### config.mk
export PLATFORM = sky130hd
export DESIGN_NAME = mac_bank_acc
export DESIGN_NICKNAME = d
export VERILOG_FILES = /design/src/rtl/mac_pkg.sv /design/src/rtl/mac_mul_stage.sv /design/src/rtl/mac_bank_acc.sv
export SDC_FILE = /design/constraint.sdc
export NUM_CORES = 1
export LEC_CHECK = 0
export ABC_CLOCK_PERIOD_IN_PS = 6500
export CORE_UTILIZATION = 55
export DETAILED_ROUTE_END_ITERATION = 8
export PLACE_DENSITY_LB_ADDON = 0.12
export RECOVER_POWER = 50
export SLEW_MARGIN = 25
export SYNTH_ARGS = -nofsm -noshare
export SYNTH_HDL_FRONTEND = slang
export SYNTH_SLANG_ARGS = --single-unit
export TNS_END_PERCENT = 20
### constraint.sdc
create_clock -name Clk -period 6.5 [get_ports Clk]
set_input_delay 1.3 -clock Clk [delete_from_list [all_inputs] [get_ports Clk]]
set_output_delay 1.3 -clock Clk [all_outputs]
set_load 0.02 [all_outputs]
### src/rtl/mac_pkg.sv
// Shared types and helpers for the multi-bank MAC: FSM states, pipeline depth,
// and the saturating add used when MAC_ACC_SATURATE_EN is defined.
package mac_pkg;

    typedef enum logic [1:0] {
        ACCUM = 2'd0,
        FLUSH = 2'd1,
        DRAIN = 2'd2
    } mac_state_e;

    localparam int PIPE_DEPTH    = 2;
    localparam int MAX_ACC_WIDTH = 64;

    // Two guard bits so any pair of ACC_WIDTH operands (up to 64 bits) sums exactly.
    typedef logic signed [MAX_ACC_WIDTH+1:0] wide_t;

    // Returns {clamped, result}; only the low 'width' bits of result are meaningful.
    function automatic logic [MAX_ACC_WIDTH:0] sat_add(input wide_t a,
                                                       input wide_t b,
                                                       input int    width,
                                                       input logic  isSigned);
        wide_t sum;
        wide_t hi;
        wide_t lo;
        logic  clamp;
        sum = a + b;
        if (isSigned) begin
            hi = (wide_t'(1) <<< (width - 1)) - wide_t'(1);
            lo = -(wide_t'(1) <<< (width - 1));
        end else begin
            hi = (wide_t'(1) <<< width) - wide_t'(1);
            lo = '0;
        end
        clamp = 1'b0;
        if (sum > hi) begin
            sum   = hi;
            clamp = 1'b1;
        end else if (sum < lo) begin
            sum   = lo;
            clamp = 1'b1;
        end
        return {clamp, sum[MAX_ACC_WIDTH-1:0]};
    endfunction

endpackage

### src/rtl/mac_mul_stage.sv
// Stage 1 of the MAC pipeline: registered DATA_WIDTH x DATA_WIDTH multiply,
// signed or unsigned, extended to the accumulator width.
module mac_mul_stage
    import mac_pkg::*;
#(
    parameter int DATA_WIDTH = 8,
    parameter int ACC_WIDTH  = 32,
    parameter int SEL_WIDTH  = 2,
    parameter int SIGNED     = 0
) (
    input  logic                  Clk,
    input  logic                  rst,
    input  logic                  i_valid,
    input  logic [DATA_WIDTH-1:0] i_act,
    input  logic [DATA_WIDTH-1:0] i_weight,
    input  logic [SEL_WIDTH-1:0]  i_sel,
    input  logic                  i_first,
    output logic                  o_valid,
    output logic [ACC_WIDTH-1:0]  o_product,
    output logic [SEL_WIDTH-1:0]  o_sel,
    output logic                  o_first
);

    logic                 r_valid;
    logic [ACC_WIDTH-1:0] r_product;
    logic [SEL_WIDTH-1:0] r_sel;
    logic                 r_first;
    logic [ACC_WIDTH-1:0] w_product;

    // Operands are widened before the multiply so the full 2*DATA_WIDTH product is kept.
    if (SIGNED != 0) begin : g_signed
        logic signed [2*DATA_WIDTH-1:0] w_prodS;
        assign w_prodS   = (2*DATA_WIDTH)'($signed(i_act)) * (2*DATA_WIDTH)'($signed(i_weight));
        assign w_product = ACC_WIDTH'(w_prodS);
    end else begin : g_unsigned
        logic [2*DATA_WIDTH-1:0] w_prodU;
        assign w_prodU   = (2*DATA_WIDTH)'(i_act) * (2*DATA_WIDTH)'(i_weight);
        assign w_product = ACC_WIDTH'(w_prodU);
    end

    always_ff @(posedge Clk) begin
        if (!rst) begin
            r_valid   <= 1'b0;
            r_product <= '0;
            r_sel     <= '0;
            r_first   <= 1'b0;
        end else begin
            r_valid <= i_valid;
            if (i_valid) begin
                r_product <= w_product;
                r_sel     <= i_sel;
                r_first   <= i_first;
            end
        end
    end

    assign o_valid   = r_valid;
    assign o_product = r_product;
    assign o_sel     = r_sel;
    assign o_first   = r_first;

endmodule

### src/rtl/mac_bank_acc.sv
// N-bank multiply-accumulate with valid/ready input, two-stage pipeline and
// sequential drain port. Define MAC_ACC_SATURATE_EN for saturating banks with sticky ovf.
module mac_bank_acc
    import mac_pkg::*;
#(
    parameter int DATA_WIDTH = 8,
    parameter int ACC_WIDTH  = 32,
    parameter int NUM_BANKS  = 4,
    parameter int SEL_WIDTH  = $clog2(NUM_BANKS),
    parameter int SIGNED     = 0
) (
    input  logic                  Clk,
    input  logic                  rst,
    input  logic                  in_valid,
    output logic                  in_ready,
    input  logic [DATA_WIDTH-1:0] in_act,
    input  logic [DATA_WIDTH-1:0] in_weight,
    input  logic [SEL_WIDTH-1:0]  in_sel,
    input  logic                  in_first,
    input  logic                  drain_req,
    output logic                  out_valid,
    input  logic                  out_ready,
    output logic [SEL_WIDTH-1:0]  out_bank,
    output logic [ACC_WIDTH-1:0]  out_data,
    output logic                  out_ovf,
    output logic                  busy
);

    mac_state_e           r_state;
    mac_state_e           w_nextState;
    logic [1:0]           r_flushCnt;
    logic [SEL_WIDTH-1:0] r_idx;
    logic [ACC_WIDTH-1:0] r_bank [NUM_BANKS];

    logic                 w_accept;
    logic                 w_s1Valid;
    logic [ACC_WIDTH-1:0] w_s1Product;
    logic [SEL_WIDTH-1:0] w_s1Sel;
    logic                 w_s1First;

    logic                 r_s2Valid;
    logic [ACC_WIDTH-1:0] r_s2Product;
    logic [SEL_WIDTH-1:0] r_s2Sel;
    logic                 r_s2First;

    logic                 w_drainLast;
    logic [ACC_WIDTH-1:0] w_base;
    logic [ACC_WIDTH-1:0] w_newVal;
    logic                 w_ovfOut;

    assign w_accept    = in_valid && in_ready;
    assign w_drainLast = (r_state == DRAIN) && out_ready && (r_idx == SEL_WIDTH'(NUM_BANKS - 1));
    assign w_base      = r_s2First ? '0 : r_bank[r_s2Sel];

    mac_mul_stage #(
        .DATA_WIDTH(DATA_WIDTH),
        .ACC_WIDTH (ACC_WIDTH),
        .SEL_WIDTH (SEL_WIDTH),
        .SIGNED    (SIGNED)
    ) u_mul (
        .Clk      (Clk),
        .rst      (rst),
        .i_valid  (w_accept),
        .i_act    (in_act),
        .i_weight (in_weight),
        .i_sel    (in_sel),
        .i_first  (in_first),
        .o_valid  (w_s1Valid),
        .o_product(w_s1Product),
        .o_sel    (w_s1Sel),
        .o_first  (w_s1First)
    );

    always_ff @(posedge Clk) begin
        if (!rst) begin
            r_s2Valid   <= 1'b0;
            r_s2Product <= '0;
            r_s2Sel     <= '0;
            r_s2First   <= 1'b0;
        end else begin
            r_s2Valid <= w_s1Valid;
            if (w_s1Valid) begin
                r_s2Product <= w_s1Product;
                r_s2Sel     <= w_s1Sel;
                r_s2First   <= w_s1First;
            end
        end
    end

`ifdef MAC_ACC_SATURATE_EN
    logic                   r_ovf [NUM_BANKS];
    wide_t                  w_baseWide;
    wide_t                  w_prodWide;
    logic [MAX_ACC_WIDTH:0] w_satRes;

    if (SIGNED != 0) begin : g_extSigned
        assign w_baseWide = wide_t'($signed(w_base));
        assign w_prodWide = wide_t'($signed(r_s2Product));
    end else begin : g_extUnsigned
        assign w_baseWide = wide_t'(w_base);
        assign w_prodWide = wide_t'(r_s2Product);
    end

    assign w_satRes = sat_add(w_baseWide, w_prodWide, ACC_WIDTH, SIGNED != 0);
    assign w_newVal = w_satRes[ACC_WIDTH-1:0];
    assign w_ovfOut = r_ovf[r_idx];

    // A restart drops the old sticky flag; a clamp on the loaded value still sets it.
    always_ff @(posedge Clk) begin
        if (!rst || w_drainLast) begin
            for (int i = 0; i < NUM_BANKS; i++) r_ovf[i] <= 1'b0;
        end else if (r_s2Valid) begin
            r_ovf[r_s2Sel] <= (r_s2First ? 1'b0 : r_ovf[r_s2Sel]) | w_satRes[MAX_ACC_WIDTH];
        end
    end
`else
    assign w_newVal = w_base + r_s2Product;
    assign w_ovfOut = 1'b0;
`endif

    always_ff @(posedge Clk) begin
        if (!rst || w_drainLast) begin
            for (int i = 0; i < NUM_BANKS; i++) r_bank[i] <= '0;
        end else if (r_s2Valid) begin
            r_bank[r_s2Sel] <= w_newVal;
        end
    end

    always_ff @(posedge Clk) begin
        if (!rst) begin
            r_state    <= ACCUM;
            r_flushCnt <= 2'd0;
            r_idx      <= '0;
        end else begin
            r_state <= w_nextState;
            if (r_state != FLUSH) begin
                r_flushCnt <= 2'd0;
            end else if (r_flushCnt != 2'(PIPE_DEPTH)) begin
                r_flushCnt <= r_flushCnt + 2'd1;
            end
            if ((r_state == DRAIN) && out_ready) begin
                r_idx <= w_drainLast ? '0 : r_idx + SEL_WIDTH'(1);
            end
        end
    end

    // FLUSH always waits the full pipeline depth so drain latency is fixed.
    always_comb begin
        w_nextState = r_state;
        in_ready    = 1'b0;
        out_valid   = 1'b0;
        out_bank    = '0;
        out_data    = '0;
        out_ovf     = 1'b0;
        case (r_state)
            ACCUM: begin
                in_ready = 1'b1;
                if (drain_req) w_nextState = FLUSH;
            end
            FLUSH: begin
                if ((r_flushCnt == 2'(PIPE_DEPTH)) && !w_s1Valid && !r_s2Valid) w_nextState = DRAIN;
            end
            DRAIN: begin
                out_valid = 1'b1;
                out_bank  = r_idx;
                out_data  = r_bank[r_idx];
                out_ovf   = w_ovfOut;
                if (w_drainLast) w_nextState = ACCUM;
            end
            default: w_nextState = ACCUM;
        endcase
    end

    assign busy = (r_state != ACCUM) || w_s1Valid || r_s2Valid;

endmodule

# After elaboration in Yosys (flattened, before gate mapping)
# Memory sizes are Yosys's and may differ from the RTL's. A register that Yosys moved wholly into a read port is not among the register bits.
# Index checks and enable logic that the tools add are counted.
[totals]
regBits = 46
latch_bits = 0
ram_bits = 128
mem_bits_ro = 0
in_bits = 24
mem_count = 1
[memory_table]
columns = ["memory", "words", "width", "read_ports", "rd_ports_with_merged_regs", "write_ports", "line_no", "rtl"]
rows = [
  ["r_bank", 4, 32, 2, 2, 4, "mac_bank_acc.sv:33", "logic [ACC_WIDTH-1:0] r_bank [NUM_BANKS];"],
]
[op_classes]
addsub = 3
mul = 1
div_mod_pow = 0
magnitude_cmp = 0
eq_ne = 9
n_shift = 0
mux = 22
bitwise = 1
n_reduce_logical = 16
[op_table]
columns = ["operator", "n"]
rows = [
  ["2-to-1 mux 32 bit", 3],
  ["adder 32 x 16 -> 32 bit", 1],
  ["OR reduction 32 bit", 1],
  ["2-to-1 mux 2 bit", 10],
  ["multiplier 8 x 8 -> 16 bit", 1],
  ["2-to-1 mux 1 bit", 8],
  ["inequality test 2 bit, second input constant", 4],
  ["== test 2 bit, second input constant", 3],
  ["one-hot mux 2 bit (3 select lines)", 1],
  ["logical AND 1 bit", 5],
  ["adder 2 x 1 -> 2 bit, second input constant", 2],
  ["zero test 1 bit", 3],
  ["logical OR 1 bit", 3],
  ["AND reduction 3 bit", 1],
  ["== test 2 x 1 -> 1 bit, second input constant", 1],
  ["zero test 2 bit", 1],
  ["inequality test 2 x 1 -> 1 bit, second input constant", 1],
  ["nonzero test 2 bit", 1],
  ["OR reduction 2 bit", 1],
  ["NOT 1 bit", 1],
]

# Depth between registers and ports, before layout
# Gate-level depths: netlist of the first run.
[logic_depth]
depth_word = 8
depth_mapped = 17

# Modules after synthesis
# From an unflattened synthesis of the first run, not the netlist that was laid out.
[unflattened]
cells_unflattened = 1285
area_unflattened_um2 = 13576.8
[by_module_without_submodules]
columns = ["module", "instances", "cells_per_inst", "area_per_inst_um2"]
rows = [
  ["mac_bank_acc", 1, 963, 10650.2],
  ["mac_mul_stage", 1, 322, 2926.6],
]

# Worst setup path after synthesis of the first run
# No wires, ideal clock.
[synth_path]
path_kind = "input port to flip-flop"
from = "in in_weight[4]"
to = "reg u_mul.r_product[12] (netlist: u_mul.o_product[12])"
t_arrival_ns = 5.087
setup_slack_ns = 1.297
path_stages = 17
n_path_buf = 0
cell_sequence = "and2_1 > fa_1 > inv_1 > fa_1 > inv_1 > fa_1 > inv_1 > fa_1 > inv_1 > ha_1 > nand3_1 > o211ai_1 > nor4_1 > o21bai_1 > a21oi_1 > mux2i_1 > a31o_2"
[synth_via]
elab_chain_len = 1
[synth_lines]
columns = ["element", "line_no", "rtl"]
rows = [
  ["from (decl)", "mac_bank_acc.sv:17", "input logic [DATA_WIDTH-1:0] in_weight,"],
  ["multiplier 8 x 8 -> 16 bit", "mac_mul_stage.sv:37", "assign w_prodU = (2*DATA_WIDTH)'(i_act) * (2*DATA_WIDTH)'(i_weight);"],
  ["to (signal assigned)", "mac_mul_stage.sv:50", "r_product <= w_product;"],
  ["to (decl)", "mac_mul_stage.sv:25", "logic [ACC_WIDTH-1:0] r_product;"],
]
# No other way between the ends.
# A chain may end at the register's enable or synchronous reset.

# Worst setup path in the final report of the first run
[layout_path]
from = "in in_weight[4]"
to = "reg u_mul.r_product[14] (netlist: u_mul.o_product[14])"
# The elaborated chain is that of the path after synthesis.

==> impl_metrics.py, run 1 <==
metrics = {
    "power": {
        "p_switching_uw": 844,
        "cellPowerDensity_nw_per_um2": 234,
        "p_comb_frac": 0.215,
        "pwr-share-seq": 0.442,
        "p_leak_uw": 0.00484,
        "clkPwrFrac": 0.343,
        "swShare": 0.284,
        "p_int_uw": 2130,
        "peakVddDrop_mv": 0.205,
        "power.total_uw": 2980,
    },
    "sta": {
        "setup_viol": 0,
        "slew_headroom": -0.594,
        "slew_violations": 214,
        "rsz0062_at_grt": "false",
        "hold_viol_final": 0,
        "period_share": 0.870,
        "finalCriticalPeriod_ns": 5.65,
        "tns_ns": 0,
        "tightest_slew_ns": 2.37,
        "fmax_mhz": 177,
        "final.hold.worst_slack_ns": 0.454,
        "fin_skew_ns": 0.0137,
    },
    "clocking": {
        "cts_tree": "built",
        "clk_path_buf_depth": 2,
        "cts_sinks": 178,
        "cts.clk_slew.worst_paths_ns": 0.06,
        "htreeDepth": 4,
        "cts_root_buffer": "clkbuf_16",
        "cts_setup_buffers": 0,
        "ctsHoldBuffers": 0,
        "cts-resized-gates": 0,
        "clk_latency_ns": 0.44,
        "numCtsBuffers": 17,
    },
    "run_status": {
        "violations": "max-capacitance violations, max-slew violations",
        "status": "finished, violations left",
    },
    "synthesis": {
        "ys_seq_area_frac": 0.428,
        "yosys_warnings": 0,
        "synth_nets": 1117,
        "syn_inst": 1002,
        "synth_edf_count": 128,
        "synth.ff_latch_count": 178,
        "synth-simple-area-share": 0.174,
        "synth_top_area_cell": "edfxtp_1",
        "syn-cell-area_um2": 11300,
        "synth_ff_type": "edfxtp_1",
        "synth.distinct_cells": 63,
        "synthAdderAreaFrac": 0.125,
        "yosys-mux-area-fraction": 0.148,
        "ys_top_cells_by_area": "edfxtp_1 (34%), mux4_2 (11%), dfxtp_1 (8.8%)",
        "syn_area_per_cell_um2": 11.3,
        "synth_xor_area_frac": 0.0271,
        "netlist.area_leader.share": 0.340,
        "synth_top_family_by_area": "simple AND/OR/NAND/NOR gates",
        "synth-compound-area-share": 0.0562,
        "async_reset_ff_frac": 0,
    },
    "critical_path": {
        "critPathLaunchType": "input pin",
        "rrSetupSlack_ns": 1.31,
        "crit_start": "in_weight[4]",
        "crit_type": "in -> reg",
        "critical_path_arrival_ns": 5.97,
        "cp-end-kind": "register",
        "worstReg2RegEnd": "r_bank[2][21]$_SDFFCE_PN0P_",
        "worstPathMaxFanout": 8,
        "worstRegToRegCells": 11,
        "cp-endpoint": "u_mul.o_product[14]$_SDFFE_PN0P_",
        "cp_data_required_time_ns": 6.81,
    },
    "detailed_routing": {
        "dr.pass1.iters": 5,
        "drt_iter0_drc": 633,
        "postRouteAntennaNets": 0,
        "vias": 7690,
        "wl_per_cell_um": 19.1,
        "wirelength_mm": 25.5,
        "viasPerCell": 5.77,
        "drc_errors": 0,
    },
    "place": {
        "portBuffers": 60,
        "hpwl_mm": 17.3,
        "placed_cells": 1301,
        "routabilityCongestion": 0.897,
    },
    "global_routing": {
        "grt_pass1_vias": 7769,
        "grt_use_total": 0.258,
        "overflow": 0,
        "grt_max_degree": 39,
        "grt_pass1_wl_mm": 42.0,
        "grt_antenna_before_repair": 0,
    },
    "finish": {
        "final_cell_mix": "nor2_1 (158), edfxtp_1 (128), and2_1 (95)",
        "layout_commonest_cell": "nor2_1",
        "drive_gt1_frac": 0.102,
        "area_growth_syn_to_layout_pct": 12.2,
        "stdcell_count": 1333,
        "nets": 1165,
        "fillers": 1641,
        "diodes": 0,
    },
    "worst_hold_path": {
        "hold_path_class": "reg -> reg",
        "whs_path_depth": 2,
    },
    "floorplan": {
        "core_um2": 20200,
        "start_util": 0.561,
        "dieArea_um2": 21100,
        "die_x_um": 145,
        "pin_count": 62,
        "rows": 52,
        "die_y_um": 145,
    },
    "flow_run": {
        "drv_cap": 7,
    },
}
-- per-layer routing --
metal  share of wire  global-route usage  up-vias
li1                -                   -     3637
met1            0.45               0.366     3768
met2            0.47               0.415      257
met3           0.057              0.0395       28
met4           0.016              0.0726        0
met5               0                   0        -
-- metrics by stage --
| stage | utilization | setup WS [ns] | instance area (um2) |
|---|---|---|---|
| finish | 0.630 | 0.846 | 12700 |
| global route | 0.630 | 0.433 | 12700 |
| CTS | 0.632 | 0.895 | 12700 |
| detailed placement | 0.603 | 0.430 | 12200 |
| global placement | 0.603 | 0.453 | 12200 |
| floorplan | - | 1.30 | 11300 |
-- power by group through the flow --
stage	sequential (uW)	clock [uW]	combinational [uW]
after floorplan	1320	0	498
after global placement	1330	0	638
after detailed placement	1340	0	640
after CTS	1310	1030	647
after global routing	1320	1070	732
final	1310	1020	640
-- registers in the layout, indices dropped and copies added, names as in the netlist, named ones only --
register         flops
r_bank             128
r_flushCnt           2
r_idx                2
r_s2First            1
r_s2Product         16
r_s2Sel              2
r_s2Valid            1
r_state              2
u_mul.o_first        1
u_mul.o_product     16
u_mul.o_sel          2
u_mul.o_valid        1
-- cells in the mapped netlist (8+ instances only) --
cell type	number
nand2_1	78
mux4_2	54
nor2_1	158
mux2i_1	20
clkbuf_1	29
nand3_1	16
mux4_1	10
ha_1	54
nand4_1	8
xor2_1	13
nor3_1	11
dfxtp_1	50
edfxtp_1	128
xnor2_1	22
a21oi_1	33
and2_1	99
inv_1	63
o21ai_0	20
fa_1	37
-- critical path: stages --
cell and delay [ns]:
clkdlybuf4s50_1 0.55, and2_1 0.25, fa_1 0.53, inv_1 0.05
fa_1 0.48, inv_1 0.06, fa_1 0.53, inv_1 0.05
fa_1 0.52, inv_1 0.04, ha_1 0.34, nand3_1 0.09
o211ai_1 0.13, nor4_1 0.41, o31ai_1 0.16, a21oi_1 0.20
nor4_1 0.06, nand3b_1 0.23
-- kinds of logic (layout without fill, tap and decap cells) --
group                      after synthesis  after routing
muxes                                   84             84
and+or+nand+nor                        407            407
other                                    1              1
xor gates and xnor gates                35             35
AOI/OAI and AO/OA                       96             96
adders and majority gates               91             91
buffers and inverters                  110            171
DFF                                    178            178
-- worst min path at each step --
| stage | from | endpoint |
|---|---|---|
| finish | u_mul.o_product[5]$_SDFFE_PN0P_ | u_mul.o_product[5]$_SDFFE_PN0P_ |
| global route | u_mul.o_product[5]$_SDFFE_PN0P_ | u_mul.o_product[5]$_SDFFE_PN0P_ |
| detailed placement | u_mul.o_product[5]$_SDFFE_PN0P_ | u_mul.o_product[5]$_SDFFE_PN0P_ |
| global placement | u_mul.o_product[5]$_SDFFE_PN0P_ | u_mul.o_product[5]$_SDFFE_PN0P_ |
| floorplan | u_mul.o_product[5]$_SDFFE_PN0P_ | u_mul.o_product[5]$_SDFFE_PN0P_ |
| CTS | u_mul.o_product[5]$_SDFFE_PN0P_ | u_mul.o_product[5]$_SDFFE_PN0P_ |
-- area by class of cell --
class | count | area (um2) | area share
Clock buffer | 22 | 485 | 0.0382
Clock inverter | 10 | 97.6 | 0.00769
Inverter | 64 | 240 | 0.0189
Multi-Input combinational cell | 714 | 6010 | 0.474
Sequential cell | 178 | 4850 | 0.382
Tap cell | 270 | 338 | 0.0266
Timing Repair Buffer | 75 | 676 | 0.0532
Power figures use the tool's default switching activity.
==> inputs of run 2 (changes only) <==
SKIP_CTS_REPAIR_TIMING = 1   (was default)
==> results of run 2 <==
No change in the layout: final DEF, timing and power equal those of run 1.
